File: src/rtl/ibus_dma_channel_pkg.sv
// Shared types and helpers for the IBUS DMA channel: state, element size,
// address mode, byte-lane mask and address arithmetic.
package ibus_dma_channel_pkg;

    typedef enum logic [1:0] {IDLE, RD, WR, END} DMA_STATE_t;
    typedef enum logic [1:0] {SZ_BYTE, SZ_WORD, SZ_LONG, SZ_RSVD} DMA_SIZE_t;
    typedef enum logic [1:0] {AM_FIXED, AM_INC, AM_DEC, AM_FIXED_ALT} DMA_AMODE_t;

    // Big-endian lanes: BA[3] carries bits 31:24, i.e. the byte at A[1:0]=0.
    function automatic logic [3:0] DMA_BA(input DMA_SIZE_t size, input logic [1:0] a10);
        case (size)
            SZ_BYTE: return 4'b1000 >> a10;
            SZ_WORD: return a10[1] ? 4'b0011 : 4'b1100;
            default: return 4'b1111;
        endcase
    endfunction

    function automatic logic dma_misaligned(input DMA_SIZE_t size, input logic [1:0] a10);
        case (size)
            SZ_BYTE: return 1'b0;
            SZ_WORD: return a10[0];
            default: return |a10;
        endcase
    endfunction

    function automatic logic [2:0] dma_unit(input DMA_SIZE_t size);
        case (size)
            SZ_BYTE: return 3'd1;
            SZ_WORD: return 3'd2;
            default: return 3'd4;
        endcase
    endfunction

    function automatic logic [31:0] dma_step(input DMA_AMODE_t mode, input logic [31:0] a,
                                             input logic [2:0] unit);
        case (mode)
            AM_INC:  return a + {29'd0, unit};
            AM_DEC:  return a - {29'd0, unit};
            default: return a;
        endcase
    endfunction

endpackage

File: src/rtl/ibus_dma_channel_lane_align.sv
// Combinational byte-lane steering: right-justifies read data taken from the
// addressed lanes and replicates write data across all lanes.
module ibus_lane_align
    import ibus_dma_channel_pkg::*;
(
    input  DMA_SIZE_t   size,
    input  logic [1:0]  a10,
    input  logic [31:0] rd_in,
    input  logic [31:0] wr_in,
    output logic [31:0] rd_out,
    output logic [31:0] wr_out
);

    always_comb begin
        rd_out = rd_in;
        wr_out = wr_in;
        case (size)
            SZ_BYTE: begin
                case (a10)
                    2'd0:    rd_out = {24'd0, rd_in[31:24]};
                    2'd1:    rd_out = {24'd0, rd_in[23:16]};
                    2'd2:    rd_out = {24'd0, rd_in[15:8]};
                    default: rd_out = {24'd0, rd_in[7:0]};
                endcase
                wr_out = {4{wr_in[7:0]}};
            end
            SZ_WORD: begin
                rd_out = a10[1] ? {16'd0, rd_in[15:0]} : {16'd0, rd_in[31:16]};
                wr_out = {2{wr_in[15:0]}};
            end
            default: ;
        endcase
    end

endmodule

File: src/rtl/ibus_dma_channel.sv
// Single-channel memory-to-memory DMA engine acting as an IBUS initiator:
// one read then one write per element, honouring IBUS_BUSY wait states.
module ibus_dma_channel
    import ibus_dma_channel_pkg::*;
#(
    parameter int TCR_W = 24
) (
    input  logic             CLK,
    input  logic             RST_N,
    input  logic             CE_R,
    input  logic             START,
    input  logic             ABORT,
    input  logic [31:0]      SRC,
    input  logic [31:0]      DST,
    input  logic [TCR_W-1:0] COUNT,
    input  logic [1:0]       SIZE,
    input  logic [1:0]       SM,
    input  logic [1:0]       DM,
    output logic [31:0]      IBUS_A,
    output logic [31:0]      IBUS_DO,
    input  logic [31:0]      IBUS_DI,
    output logic [3:0]       IBUS_BA,
    output logic             IBUS_WE,
    output logic             IBUS_REQ,
    input  logic             IBUS_BUSY,
    output logic [31:0]      SAR_O,
    output logic [31:0]      DAR_O,
    output logic [TCR_W-1:0] TCR_O,
    output logic             ACTIVE,
    output logic             DONE,
    output logic             AE
);

    DMA_STATE_t       state, state_d;
    DMA_SIZE_t        size_q;
    DMA_AMODE_t       sm_q, dm_q;
    logic [31:0]      sar, dar, data_q;
    logic [TCR_W-1:0] tcr;
    logic             ae_q, abort_q;
    logic             load, set_ae, rd_cap, wr_cmp;
    logic [31:0]      rd_data, wr_data, sar_nx, dar_nx;
    logic [2:0]       unit;

    assign unit   = dma_unit(size_q);
    assign sar_nx = dma_step(sm_q, sar, unit);
    assign dar_nx = dma_step(dm_q, dar, unit);

    // Bus outputs decode purely from registered state, so they are stable for
    // the whole access and hold naturally while the responder stalls.
    always_comb begin
        IBUS_REQ = (state == RD) || (state == WR);
        IBUS_WE  = (state == WR);
        IBUS_A   = 32'd0;
        if (state == RD) IBUS_A = sar;
        if (state == WR) IBUS_A = dar;
    end

    assign IBUS_BA = IBUS_REQ ? DMA_BA(size_q, IBUS_A[1:0]) : 4'b0000;
    assign IBUS_DO = IBUS_WE ? wr_data : 32'd0;

    ibus_lane_align u_lane_align (
        .size   (size_q),
        .a10    (IBUS_A[1:0]),
        .rd_in  (IBUS_DI),
        .wr_in  (data_q),
        .rd_out (rd_data),
        .wr_out (wr_data)
    );

    // Alignment is judged against the address the next state will drive.
    always_comb begin
        state_d = state;
        load    = 1'b0;
        set_ae  = 1'b0;
        rd_cap  = 1'b0;
        wr_cmp  = 1'b0;
        case (state)
            IDLE: begin
                if (START) begin
                    load = 1'b1;
                    if (dma_misaligned(DMA_SIZE_t'(SIZE), SRC[1:0])) set_ae = 1'b1;
                    else                                             state_d = RD;
                end
            end
            RD: begin
                if (!IBUS_BUSY) begin
                    rd_cap = 1'b1;
                    if (ABORT) begin
                        state_d = IDLE;
                    end else if (dma_misaligned(size_q, dar[1:0])) begin
                        set_ae  = 1'b1;
                        state_d = IDLE;
                    end else begin
                        state_d = WR;
                    end
                end
            end
            WR: begin
                if (!IBUS_BUSY) begin
                    wr_cmp = 1'b1;
                    if (tcr == TCR_W'(1) || ABORT) begin
                        state_d = END;
                    end else if (dma_misaligned(size_q, sar_nx[1:0])) begin
                        set_ae  = 1'b1;
                        state_d = IDLE;
                    end else begin
                        state_d = RD;
                    end
                end
            end
            END:     state_d = IDLE;
            default: state_d = IDLE;
        endcase
    end

    always_ff @(posedge CLK) begin
        if (!RST_N) begin
            state   <= IDLE;
            size_q  <= SZ_BYTE;
            sm_q    <= AM_FIXED;
            dm_q    <= AM_FIXED;
            sar     <= 32'd0;
            dar     <= 32'd0;
            data_q  <= 32'd0;
            tcr     <= '0;
            ae_q    <= 1'b0;
            abort_q <= 1'b0;
        end else if (CE_R) begin
            state <= state_d;
            if (load) begin
                sar     <= SRC;
                dar     <= DST;
                tcr     <= COUNT;
                size_q  <= DMA_SIZE_t'(SIZE);
                sm_q    <= DMA_AMODE_t'(SM);
                dm_q    <= DMA_AMODE_t'(DM);
                ae_q    <= 1'b0;
                abort_q <= 1'b0;
            end
            if (set_ae) ae_q <= 1'b1;
            if (rd_cap) data_q <= rd_data;
            if (wr_cmp) begin
                sar     <= sar_nx;
                dar     <= dar_nx;
                tcr     <= tcr - TCR_W'(1);
                abort_q <= ABORT;
            end
        end
    end

    assign SAR_O  = sar;
    assign DAR_O  = dar;
    assign TCR_O  = tcr;
    assign ACTIVE = (state != IDLE);
    assign DONE   = (state == END) && !abort_q;
    assign AE     = ae_q;

endmodule

File: config.mk
export PLATFORM = sky130hd
export DESIGN_NAME = ibus_dma_channel
export DESIGN_NICKNAME = d
export VERILOG_FILES = /design/src/rtl/ibus_dma_channel_pkg.sv /design/src/rtl/ibus_dma_channel_lane_align.sv /design/src/rtl/ibus_dma_channel.sv
export SDC_FILE = /design/constraint.sdc
export NUM_CORES = 1
export LEC_CHECK = 0
export BUFFER_PORTS_ARGS = -buffer_cell sky130_fd_sc_hd__buf_2
export CORE_MARGIN = 5
export CORE_UTILIZATION = 54
export DETAILED_ROUTE_END_ITERATION = 10
export HOLD_SLACK_MARGIN = 0.02
export PLACE_DENSITY = 0.93
export SYNTH_ARGS = -nofsm -noshare
export SYNTH_HDL_FRONTEND = slang
export SYNTH_HIERARCHICAL = 1
export SYNTH_SLANG_ARGS = --single-unit
File: constraint.sdc
create_clock -name CLK -period 4.88 [get_ports CLK]
set_input_delay 0.488 -clock CLK [delete_from_list [all_inputs] [get_ports CLK]]
set_output_delay 0.488 -clock CLK [all_outputs]
set_load 0.01 [all_outputs]
After elaboration in Yosys (flattened, before gate mapping)
Cells that the tools add are included.
- bits in registers: 130
- input bits: 132
- output and inout port bits: 161
- add/subtract/negate cells: 5
- equality and inequality tests: 18
- shift operators: 1
- mux-type cells: 56
- reductions and logical operators: 21
- operator list (kind ; number):
    $pmux W32 S2 ; 4
    $mux W32 ; 7
    $add A32 B3 Y32 ; 2
    $sub A32 B3 Y32 ; 2
    $mux W24 ; 2
    $mux W1 ; 25
    $eq A24 B1 Y1 const B ; 1
    $pmux W8 S3 ; 1
    $sub A24 B1 Y24 const B ; 1
    $mux W16 ; 1
    $mux W2 ; 7
    $eq A2 B1 Y1 const B ; 6
    $eq A2 B2 Y1 const B ; 5
    $logic_not A2 Y1 ; 4
    $mux W4 ; 2
    $ne A2 B2 Y1 const B ; 4
    $pmux W2 S4 ; 1
    $pmux W4 S2 ; 1
    $reduce_and A2 Y1 ; 4
    $ne A3 B1 Y1 const B ; 2
    $pmux W1 S2 ; 3
    $pmux W3 S2 ; 1
    $reduce_and A3 Y1 ; 2
    $reduce_bool A2 Y1 ; 3
    other kinds (7) ; 10

Longest topological paths before layout
Gate-level depths: netlist of the first run.
- word-level depth: 15
- depth in mapped cells: 16
- depth with buffers taken out: 15

Hierarchy
Netlist of the first run, hierarchy kept.
- modules (own cells, without submodules) (module ; instances ; cells each ; area each (µm²) ; sequential area each (µm²)):
    ibus_dma_channel ; 1 ; 1388 ; 9993.3 ; 2602.5
    ibus_lane_align ; 1 ; 123 ; 945.9 ; 0.0

Least setup slack after synthesis of the first run
No wires, ideal clock.
- kind: register to register
- start point: reg dm_q[1]
- end point: reg dar[20] (netlist: DAR_O[20])
- library setup time: 0.115 ns
- arrival time: 4.050 ns
- setup slack: 0.716 ns
- stages on the path, launching flop included: 13
- buffers on the path: 0
- period minus slack after synthesis: 4.164 ns
- cell sequence: dfxtp_1 nor2b_1 mux2i_1 fa_1 a21oi_1 o211ai_1 nand3_1 nand2_1 a311o_1 a31o_2 a21oi_1 xor2_1 a2111oi_0
- longest elaborated chain between the ends: 3
- elaborated cells between the ends (all ways): 6
- RTL lines (what ; line ; source):
    from (decl) ; ibus_dma_channel.sv:36 ; DMA_AMODE_t sm_q, dm_q;
    from (signal assigned) ; ibus_dma_channel.sv:136 ; dm_q <= DMA_AMODE_t'(DM);
    $eq A2 B2 Y1 or $eq A2 B1 Y1 (tied branches) ; ibus_dma_channel_pkg.sv:36 ; case (mode)
    $ne A3 B1 Y1 (no line) or $pmux W32 S2 (tied branches) ; - ;
    $reduce_and A3 Y1 (no line) or $mux W32 (tied branches) ; - ;
    to (signal assigned) ; ibus_dma_channel.sv:144 ; dar <= dar_nx;
    to (decl) ; ibus_dma_channel.sv:37 ; logic [31:0] sar, dar, data_q;
Several ways; a longest one is shown, not always the timed one.
A chain may end at the register's enable or synchronous reset.

Worst setup path after layout of the first run
- start point: reg sm_q[0]
- end point: reg sar[31] (netlist: SAR_O[31])
- longest elaborated chain between the ends: 3
- elaborated cells between the ends (all ways): 6
- RTL lines (what ; line ; source):
    from (decl) ; ibus_dma_channel.sv:36 ;
    from (signal assigned) ; ibus_dma_channel.sv:135 ; sm_q <= DMA_AMODE_t'(SM);
    $eq A2 B2 Y1 or $eq A2 B1 Y1 (tied branches) ; ibus_dma_channel_pkg.sv:36 ;
    $ne A3 B1 Y1 (no line) or $pmux W32 S2 (tied branches) ; - ;
    $reduce_and A3 Y1 (no line) or $mux W32 (tied branches) ; - ;
    to (signal assigned) ; ibus_dma_channel.sv:143 ; sar <= sar_nx;
    to (decl) ; ibus_dma_channel.sv:37 ;
Several ways; a longest one is shown, not always the timed one.

==> results of run 1 <==
[worst min-delay path, cell delays in order]
cell and delay [ns]:
buf_2 0.10, nand2_1 0.05, a21oi_1 0.05
[kinds of logic (layout without fill, tap and decap cells)]
logic type / Yosys count / count (layout) / share of synthesized area
buffers and inverters: 133 / 372 / 0.0535
AO/OA/AOI/OAI: 488 / 488 / 0.290
AND/OR/NAND/NOR: 582 / 582 / 0.242
adder cells (fa/ha/maj): 74 / 74 / 0.0860
flip-flops: 130 / 130 / 0.238
multiplexers: 47 / 47 / 0.0450
XOR/XNOR: 57 / 57 / 0.0456
other: 0 / 2 / 0
[synth_stat cells (4+ instances only)]
cell,n
o31ai_1,8
or3_1,4
o21bai_1,5
inv_1,29
xor2_1,17
a22o_1,13
ha_1,72
nand2_1,245
a2111oi_0,5
nand4_1,5
nor4_1,5
nor2_2,4
mux2i_1,30
dfxtp_1,130
nand2b_1,14
a221o_2,8
a21oi_1,155
buf_6,5
o21ai_0,123
nor2b_1,16
o211ai_1,6
a22oi_1,4
xnor2_1,40
a221oi_1,27
mux2_2,17
and3_1,16
a311oi_1,9
buf_2,12
buf_4,9
nor2_1,137
a211oi_1,16
a21o_1,23
a31oi_1,16
nor3_1,39
and2_1,55
nand3_1,24
clkbuf_1,75
o21a_1,20
[metal layers]
| layer | up-vias | part of all wire | global-route usage | wire length, um |
|---|---|---|---|---|
| li1 | 5893 | - | - | - |
| met1 | 5782 | 0.40 | 0.394 | 15400 |
| met2 | 738 | 0.45 | 0.511 | 17300 |
| met3 | 146 | 0.10 | 0.0758 | 3840 |
| met4 | 6 | 0.045 | 0.142 | 1740 |
| met5 | - | 0.0012 | 0 | 46 |
[worst max-delay path by stage]
stage | from | to | slack (ns) | cells after the start
floorplan | dm_q[1] | DAR_O[20] | 0.72 | 12
global placement | size_q[1] | SAR_O[31] | 1.27 | 15
detailed placement | size_q[1] | SAR_O[31] | 1.17 | 15
CTS | size_q[1] | SAR_O[31] | 1.13 | 15
global route | sm_q[0] | SAR_O[25] | 0.79 | 12
finish | sm_q[0] | SAR_O[31] | 1.03 | 12
[through the flow]
stage	instances	worst slack (ns)
global route	2022	0.794
finish	2022	1.03
global placement	1988	1.27
detailed placement	1988	1.17
floorplan	1511	0.716
CTS	2020	1.13
[layout make-up]
cell class | instances | area [um2]
Fill cell | 1708 | 7100
Multi-Input combinational cell | 1248 | 7780
Antenna cell | 2 | 5.00
Clock buffer | 18 | 429
Timing Repair Buffer | 310 | 1600
Clock inverter | 14 | 144
Tap cell | 270 | 338
Sequential cell | 130 | 2600
Inverter | 30 | 113
[sequential cells by signal, indices dropped and copies added, names as in the netlist, 2 cells and up]
name / cells
DAR_O: 32
SAR_O: 32
data_q: 32
TCR_O: 24
dm_q: 2
size_q: 2
sm_q: 2
state: 2
[power by group]
part / internal [mW] / switching [mW]
Combinational: 0.340 / 0.507
Clock: 0.717 / 0.556
Sequential: 1.12 / 0.0874
Total: 2.18 / 1.15
==> metrics.txt, run 1 <==
status finished clean; CP top delay family compound AO/OA/AOI/OAI gates; r2r setup slk 1.03 ns; Hold Slack 0.303 ns; most common cell after layout, fill and taps aside buf_2; number of max-cap violations 0; Routed Antenna Nets 0; ys flop type dfxtp_1; Post-synth EDFFs 0; Via-to-Cell Ratio 6.21; Crit Path Category flip-flop to flip-flop; clock period minus final worst setup slack 3.85 ns; worst path required time 5.23 ns; port bufs 292; CTS H-tree depth 4; sequential fraction of the synthesis area 0.238; Distinct cells, synth 83; final setup vio count 0; Hold Crit Class input port to flip-flop; CP max FO 21; CTS tree built; Starting DRT DRC Count 1006; FF+latch count, synth 130; top cell type's share of synthesized area 0.238; slowest CP cell ha_1; RR Endpoint SAR_O[31]; Worst path max stage delay 0.79 ns; core area 0.0201 mm2; fin nets 1943; Slew @ Worst Pin 0.958 ns; CTS Buf Count 17; R2R Path Start sm_q[0]; CP Buf/Inv Count 2; synthesized cell area 0.0109 mm2; Std-Cell Rows 52; Final Util 0.647; leakage power 5.92 nW; Ports 293; Clock Skews 0.0110 ns; Cells after Synth 1511; first-pass GRT wire length 61300 um; CTS Buffer Depth 2; synth top area cells dfxtp_1, nand2_1, ha_1; number of synthesis warnings 6; Avg Inst Size Synth 7.24 um2; final instance area 0.0130 mm2; Final Hold Fails 0; post_cts resized 0; VDD IR max 0.249 mV; max-slew violations 0; Die X-Extent 152 um; # hold bufs at CTS 0; area leader, netlist dfxtp_1; Die Y 152 um; CP cell instances inv_1 -> ha_1 -> ha_1 -> a211oi_1 -> inv_1 -> o311ai_2 -> o21ai_4 -> a41oi_4 -> o21ai_2 -> xnor2_1 -> or4_1 -> o211ai_1; final WL 38300 um; clk sink count 130; routed length per instance 19.0 um; crit path capture type flip-flop; Clock Latency Late Sink 0.43 ns; ys async rst share 0; grt total ovfl 0; number of global-route vias before repair 12000; pwr dens 256 mW/mm2; Clk pin slew, worst setup/hold paths 0.06 ns; Hold Crit Depth 3; detailed-route DRC error count 0; placed cell area 0.0124 mm2; syn nets 1717; initial antenna violation count 5; Hold Path Origin SM[0]; RSZ-0062 raised after global routing no; Reg2Reg Depth 12; Pwr Total 3.33 mW; Placer Congestion 0.967; layout cells sized above 1 0.228; die area 0.0232 mm2; CP startpoint kind flip-flop; starting density of the core 0.544; post-DP HPWL 27800 um; normalized max-slew margin 0.362; fmax 259 MHz; pin count of the biggest net entering global routing 102; CP arrival 4.20 ns; post-route setup TNS 0 ns; Hold EP sm_q[0]; final period utilization 0.790; area grow syn2layout 18.9%; CTS root buffer clkbuf_16; Setup Buffers After CTS 0; GRT Util Overall 0.314; Via Count 12600; most frequent cells in the layout buf_2, nand2_1, a21oi_1, nor2_1, dfxtp_1; 1st-pass router iterations 6
(Power assumes the default switching activity.)
==> run 2: changes to the inputs <==
Clock period 4.88 ns to 3.6 ns, I/O delays scaled along.
==> run 2 against run 1 <==
  * Via count grew 1.7%
  * Die area did not move
  * Global-route usage rose by 0.60 points
  * Worst setup slack got worse by 0.90 ns
  * Sequential share of layout area decreased by 0.45 points
  * Cell area is 2.4% higher
  * Worst hold slack got worse by 0.13 ns
  * Clock power up 46%
  * Routed wire length is 3.9% higher
  * Fmax increased by 11%
  * Non-clock buffer count increased by 23
  * Highest routed layer unchanged
  * Utilization increased by 1.5 points
==> metrics.txt, run 2 (same netlist as run 1, synthesis figures left out) <==
R2R Path Start size_q[1]; Hold Slack 0.173 ns; Final Hold Fails 0; Slew @ Worst Pin 0.764 ns; core area 0.0201 mm2; Reg2Reg Depth 15; fin nets 1966; r2r setup slk 0.12 ns; RR Endpoint SAR_O[31]; 1st-pass router iterations 8; Clock power frac 0.395; CTS Buf Count 17; post-DP HPWL 28900 um; Die X-Extent 152 um; Starting DRT DRC Count 1209; grt total ovfl 0; CTS Buffer Depth 2; Placer Congestion 0.979; starting density of the core 0.544; CP cell instances nor2_1 -> inv_1 -> ha_1 -> mux2_4 -> inv_1 -> ha_1 -> nor2b_1 -> o31a_1 -> o311ai_4 -> o21ai_4 -> a41oi_4 -> o21ai_2 -> xnor2_1 -> or4_1 -> o211ai_1; initial antenna violation count 5; switching pwr 1.58 mW; Die Y 152 um; pwr dens 352 mW/mm2; Worst Slack Setup Final 0.121 ns; GRT Util Overall 0.320; Std-Cell Rows 52; port bufs 292; Clock Latency Late Sink 0.43 ns; Ports 293; final setup vio count 0; Via Count 12800; Fill cells 1669; leakage power 6.09 nW; Hold Crit Class input port to flip-flop; CTS H-tree depth 4; Pwr Total 4.68 mW; Worst path max stage delay 0.47 ns; pin count of the biggest net entering global routing 73; crit path to SAR_O[31]; area grow syn2layout 21.7%; Clock Skews 0.0130 ns; crit path capture type flip-flop; CP arrival 3.83 ns; Via-to-Cell Ratio 6.25; most frequent cells in the layout buf_2, nand2_1, a21oi_1, nor2_1, dfxtp_1; Sw Ratio 0.336; number of global-route vias before repair 12100; status finished clean; clk sink count 130; Internal 3.11 mW; layout cells sized above 1 0.242; fmax 287 MHz; die area 0.0232 mm2; first-pass GRT wire length 62300 um; worst path required time 3.95 ns; Setup crit start size_q[1]; # hold bufs at CTS 0; most common cell after layout, fill and taps aside buf_2; CP top delay family compound AO/OA/AOI/OAI gates; normalized max-slew margin 0.490; CTS root buffer clkbuf_16; combinational share of power 0.254; CP max FO 5; Clk pin slew, worst setup/hold paths 0.06 ns; final WL 39800 um; CP Depth 15; Routed Antenna Nets 0; CTS tree built; Placement Setup Slack 0.0121 ns; Crit Path Category flip-flop to flip-flop; slowest CP cell or4_1; VDD IR max 0.326 mV; detailed-route DRC error count 0; max-slew violations 0; final period utilization 0.966; Sequential Power Share 0.351; CP Buf/Inv Count 2; number of max-cap violations 0; clock period minus final worst setup slack 3.48 ns; CP startpoint kind flip-flop; routed length per instance 19.5 um
[run 2: cell types whose count changed in the layout (fill, tap and decap cells not counted), sizes merged]
| cell | delta |
|---|---|
| inv | -2 |
| buf | +23 |
| bufinv | +2 |
| clkbuf | -1 |
[run 2: power by group through the flow]
stage | clock, mW | combinational, mW | sequential (mW)
after floorplan | 0 | 0.736 | 1.66
after global placement | 0 | 1.12 | 1.67
after detailed placement | 0 | 1.15 | 1.67
after CTS | 1.85 | 1.16 | 1.64
after global routing | 1.92 | 1.30 | 1.65
final | 1.85 | 1.19 | 1.64
[run 2: per-layer routing]
layer  track usage  vias up  routed length [um]
met5             0        -                  48
met1         0.402     5911               15800
met4         0.140        8                1650
met3        0.0741      149                4140
met2         0.525      799               18200
li1              -     5914                   -
[run 2: cell type report]
type | instances | area (um2) | share of cell area
timing repair buffer | 333 | 1820 | 0.137
multi-input combinational | 1248 | 7830 | 0.588
clock inverter | 14 | 180 | 0.0135
antenna | 2 | 5.00 | 0.000376
sequential | 130 | 2610 | 0.196
inverter | 30 | 113 | 0.00846
tap | 270 | 338 | 0.0254
clock buffer | 17 | 425 | 0.0320
[run 2: stage by stage]
| stage | area, um2 | cells | TNS, ns | utilization |
|---|---|---|---|---|
| after floorplan | 10900 | 1511 | 0 | - |
| after global placement | 12600 | 2009 | 0 | 0.629 |
| after detailed placement | 12600 | 2009 | 0 | 0.629 |
| after CTS | 13300 | 2040 | 0 | 0.659 |
| after global routing | 13300 | 2043 | -0.000157 | 0.662 |
| final | 13300 | 2044 | 0 | 0.662 |
[run 2: how the worst min path moves through the flow]
stage	start	to	slack, ns	cells past startpoint
2_1_floorplan	data_q[16]	data_q[16]	0.43	2
3_3_place_gp	data_q[23]	data_q[23]	0.44	2
3_5_place_dp	data_q[25]	data_q[25]	0.45	2
4_1_cts	DM[0]	dm_q[0]	0.16	3
5_1_grt	DM[0]	dm_q[0]	0.17	3
6_report	DM[0]	dm_q[0]	0.17	3
[run 2: timing repair]
| item | in CTS | in global routing |
|---|---|---|
| hold endpoints to repair | 0 | 0 |
| gates resized for setup | 1 | 11 |
| setup endpoints to repair | 2 | 21 |
| buffers inserted | 0 | 2 |
| pin swaps | 0 | 5 |
[run 2: worst reg2reg max path, stage by stage (launching register included)]
cell and delay [ns]:
dfxtp_2 0.35, nor2_1 0.14, inv_1 0.06, ha_1 0.30, mux2_4 0.29, inv_1 0.06
ha_1 0.21, nor2b_1 0.14, o31a_1 0.38, o311ai_4 0.33, o21ai_4 0.10, a41oi_4 0.26
o21ai_2 0.11, xnor2_1 0.14, or4_1 0.47, o211ai_1 0.09
==> run 3: changes to the inputs <==
Settings changed: CELL_PAD_IN_SITES_DETAIL_PLACEMENT set to 0, CELL_PAD_IN_SITES_GLOBAL_PLACEMENT set to 1, CORE_UTILIZATION 54 to 38, PLACE_DENSITY 0.93 to 0.92.
==> run 3 against run 2 <==
  * Register-to-register slack improved by 0.05 ns
  * Via count fell by 3.6%
  * Critical path type unchanged
  * Count of clock-buffer cells in the layout rose by 1
  * Power rose by 3.7%
  * Cell area rose by 1.4%
==> metrics.txt, run 3 (same netlist as run 1, synthesis figures left out) <==
Placer Congestion 0.979; Clock power frac 0.415; Die Y 180 um; starting density of the core 0.383; Sequential Power Share 0.340; area grow syn2layout 23.4%; Clk pin slew, worst setup/hold paths 0.07 ns; clk sink count 130; die area 0.0323 mm2; layout cells sized above 1 0.245; final setup vio count 0; Sw Ratio 0.328; Ports 293; worst path required time 3.92 ns; CTS H-tree depth 4; Final Util 0.473; Final Non-Filler Cells 2156; CTS Buf Count 17; Internal 3.26 mW; CP max FO 4; Final Hold Fails 0; VDD IR max 0.260 mV; pwr dens 360 mW/mm2; detailed-route DRC error count 0; GRT Util Overall 0.251; final period utilization 0.953; Clock Skews 0.0151 ns; post-route setup TNS 0 ns; clock period minus final worst setup slack 3.43 ns; Clock Latency Late Sink 0.43 ns; most common cell after layout, fill and taps aside buf_2; CP cell instances nor2b_4 -> inv_1 -> ha_1 -> mux2_2 -> inv_1 -> ha_1 -> nor2b_1 -> o31a_1 -> o311ai_4 -> o21ai_4 -> a41oi_4 -> buf_4 -> o21ai_0 -> xor2_1 -> a221oi_1 -> nor2_1; CTS root buffer clkbuf_16; Via-to-Cell Ratio 5.71; placed cell area 0.0127 mm2; Worst path max stage delay 0.35 ns; pin count of the biggest net entering global routing 62; slowest CP cell dfxtp_2; switching pwr 1.59 mW; core area 0.0285 mm2; Via Count 12300; grt total ovfl 0; RSZ-0062 raised after global routing no; CP Buf/Inv Count 3; combinational share of power 0.246; leakage power 6.13 nW; Crit Path Category flip-flop to flip-flop; CP top delay family compound AO/OA/AOI/OAI gates; CTS Buffer Depth 2; CP startpoint kind flip-flop; first-pass GRT wire length 67000 um; met2 Use GR 0.412; Slew @ Worst Pin 1.04 ns; Starting DRT DRC Count 1047; GRT busiest layer met2; Routed Antenna Nets 0; crit path capture type flip-flop; number of global-route vias before repair 12000; initial antenna violation count 3; 1st-pass router iterations 8; number of max-cap violations 0; GRT met1 Usage 0.334; normalized max-slew margin 0.309; CTS tree built; final WL 42700 um; Std-Cell Rows 62; Hold Crit Class input port to flip-flop; final instance area 0.0135 mm2; port bufs 292; fin nets 1963; CP arrival 3.75 ns; fmax 291 MHz; met3 Track Usage GR 0.0467; most frequent cells in the layout buf_2, nand2_1, a21oi_1, nor2_1, dfxtp_1; max-slew violations 0; status finished clean; DP Cell Count 2118; post-DP HPWL 32000 um; Die X-Extent 180 um; routed length per instance 19.8 um
run 3: layout make-up:
| cell class | count | area, um2 |
|---|---|---|
| Multi-Input combinational cell | 1248 | 7880 |
| Clock inverter | 14 | 226 |
| Antenna cell | 2 | 5.00 |
| Sequential cell | 130 | 2610 |
| Clock buffer | 18 | 439 |
| Inverter | 30 | 113 |
| Timing Repair Buffer | 330 | 1750 |
| Fill cell | 2891 | 15000 |
| Tap cell | 384 | 480 |
run 3: what timing repair did:
| item | CTS | global route |
|---|---|---|
| setup endpoints to repair | 0 | 25 |
| buffers inserted | 0 | 4 |
| hold buffers | 0 | 0 |
| resized for setup | 0 | 20 |
run 3: worst register-to-register path, delay by kind of cell (launching register included):
kind	cells	cell delay (ns)
AND/OR/NAND/NOR	3	0.36
AO/OA/AOI/OAI	6	1.36
flip-flops	1	0.35
adder cells (fa/ha/maj)	2	0.53
multiplexers	1	0.28
buffers and inverters	3	0.28
XOR/XNOR	1	0.18
run 3: final timing paths:
check / startpoint / to / slack, ns / cells after the start
max: size_q[0] / SAR_O[23] / 0.17 / 16
min: DM[1] / dm_q[1] / 0.19 / 3
max reg2reg: size_q[0] / SAR_O[23] / 0.17 / 16
min reg2reg: data_q[23] / data_q[23] / 0.45 / 2
run 3: power groups by stage:
stage          clock network [mW]  logic [mW]  registers, mW
4_1_cts                      2.04        1.17           1.65
2_1_floorplan                   0       0.736           1.66
3_5_place_dp                    0        1.16           1.68
6_report                     2.01        1.19           1.65
3_3_place_gp                    0        1.15           1.68
5_1_grt                      2.09        1.31           1.66
run 3: metrics by stage:
step	setup slack [ns]	total power [mW]	hold slack (ns)
6_report	0.169	4.86	0.188
5_1_grt	0.00190	5.06	0.182
4_1_cts	0.0237	4.85	0.172
3_5_place_dp	0.0373	2.84	0.446
3_3_place_gp	0.0586	2.83	0.440
2_1_floorplan	0.0174	2.40	0.433
run 3: routing by layer:
metal / share of wire / vias to the layer above
met5: 0.00030 / -
met4: 0.029 / 2
met3: 0.073 / 91
met2: 0.46 / 534
met1: 0.44 / 5776
li1: - / 5913
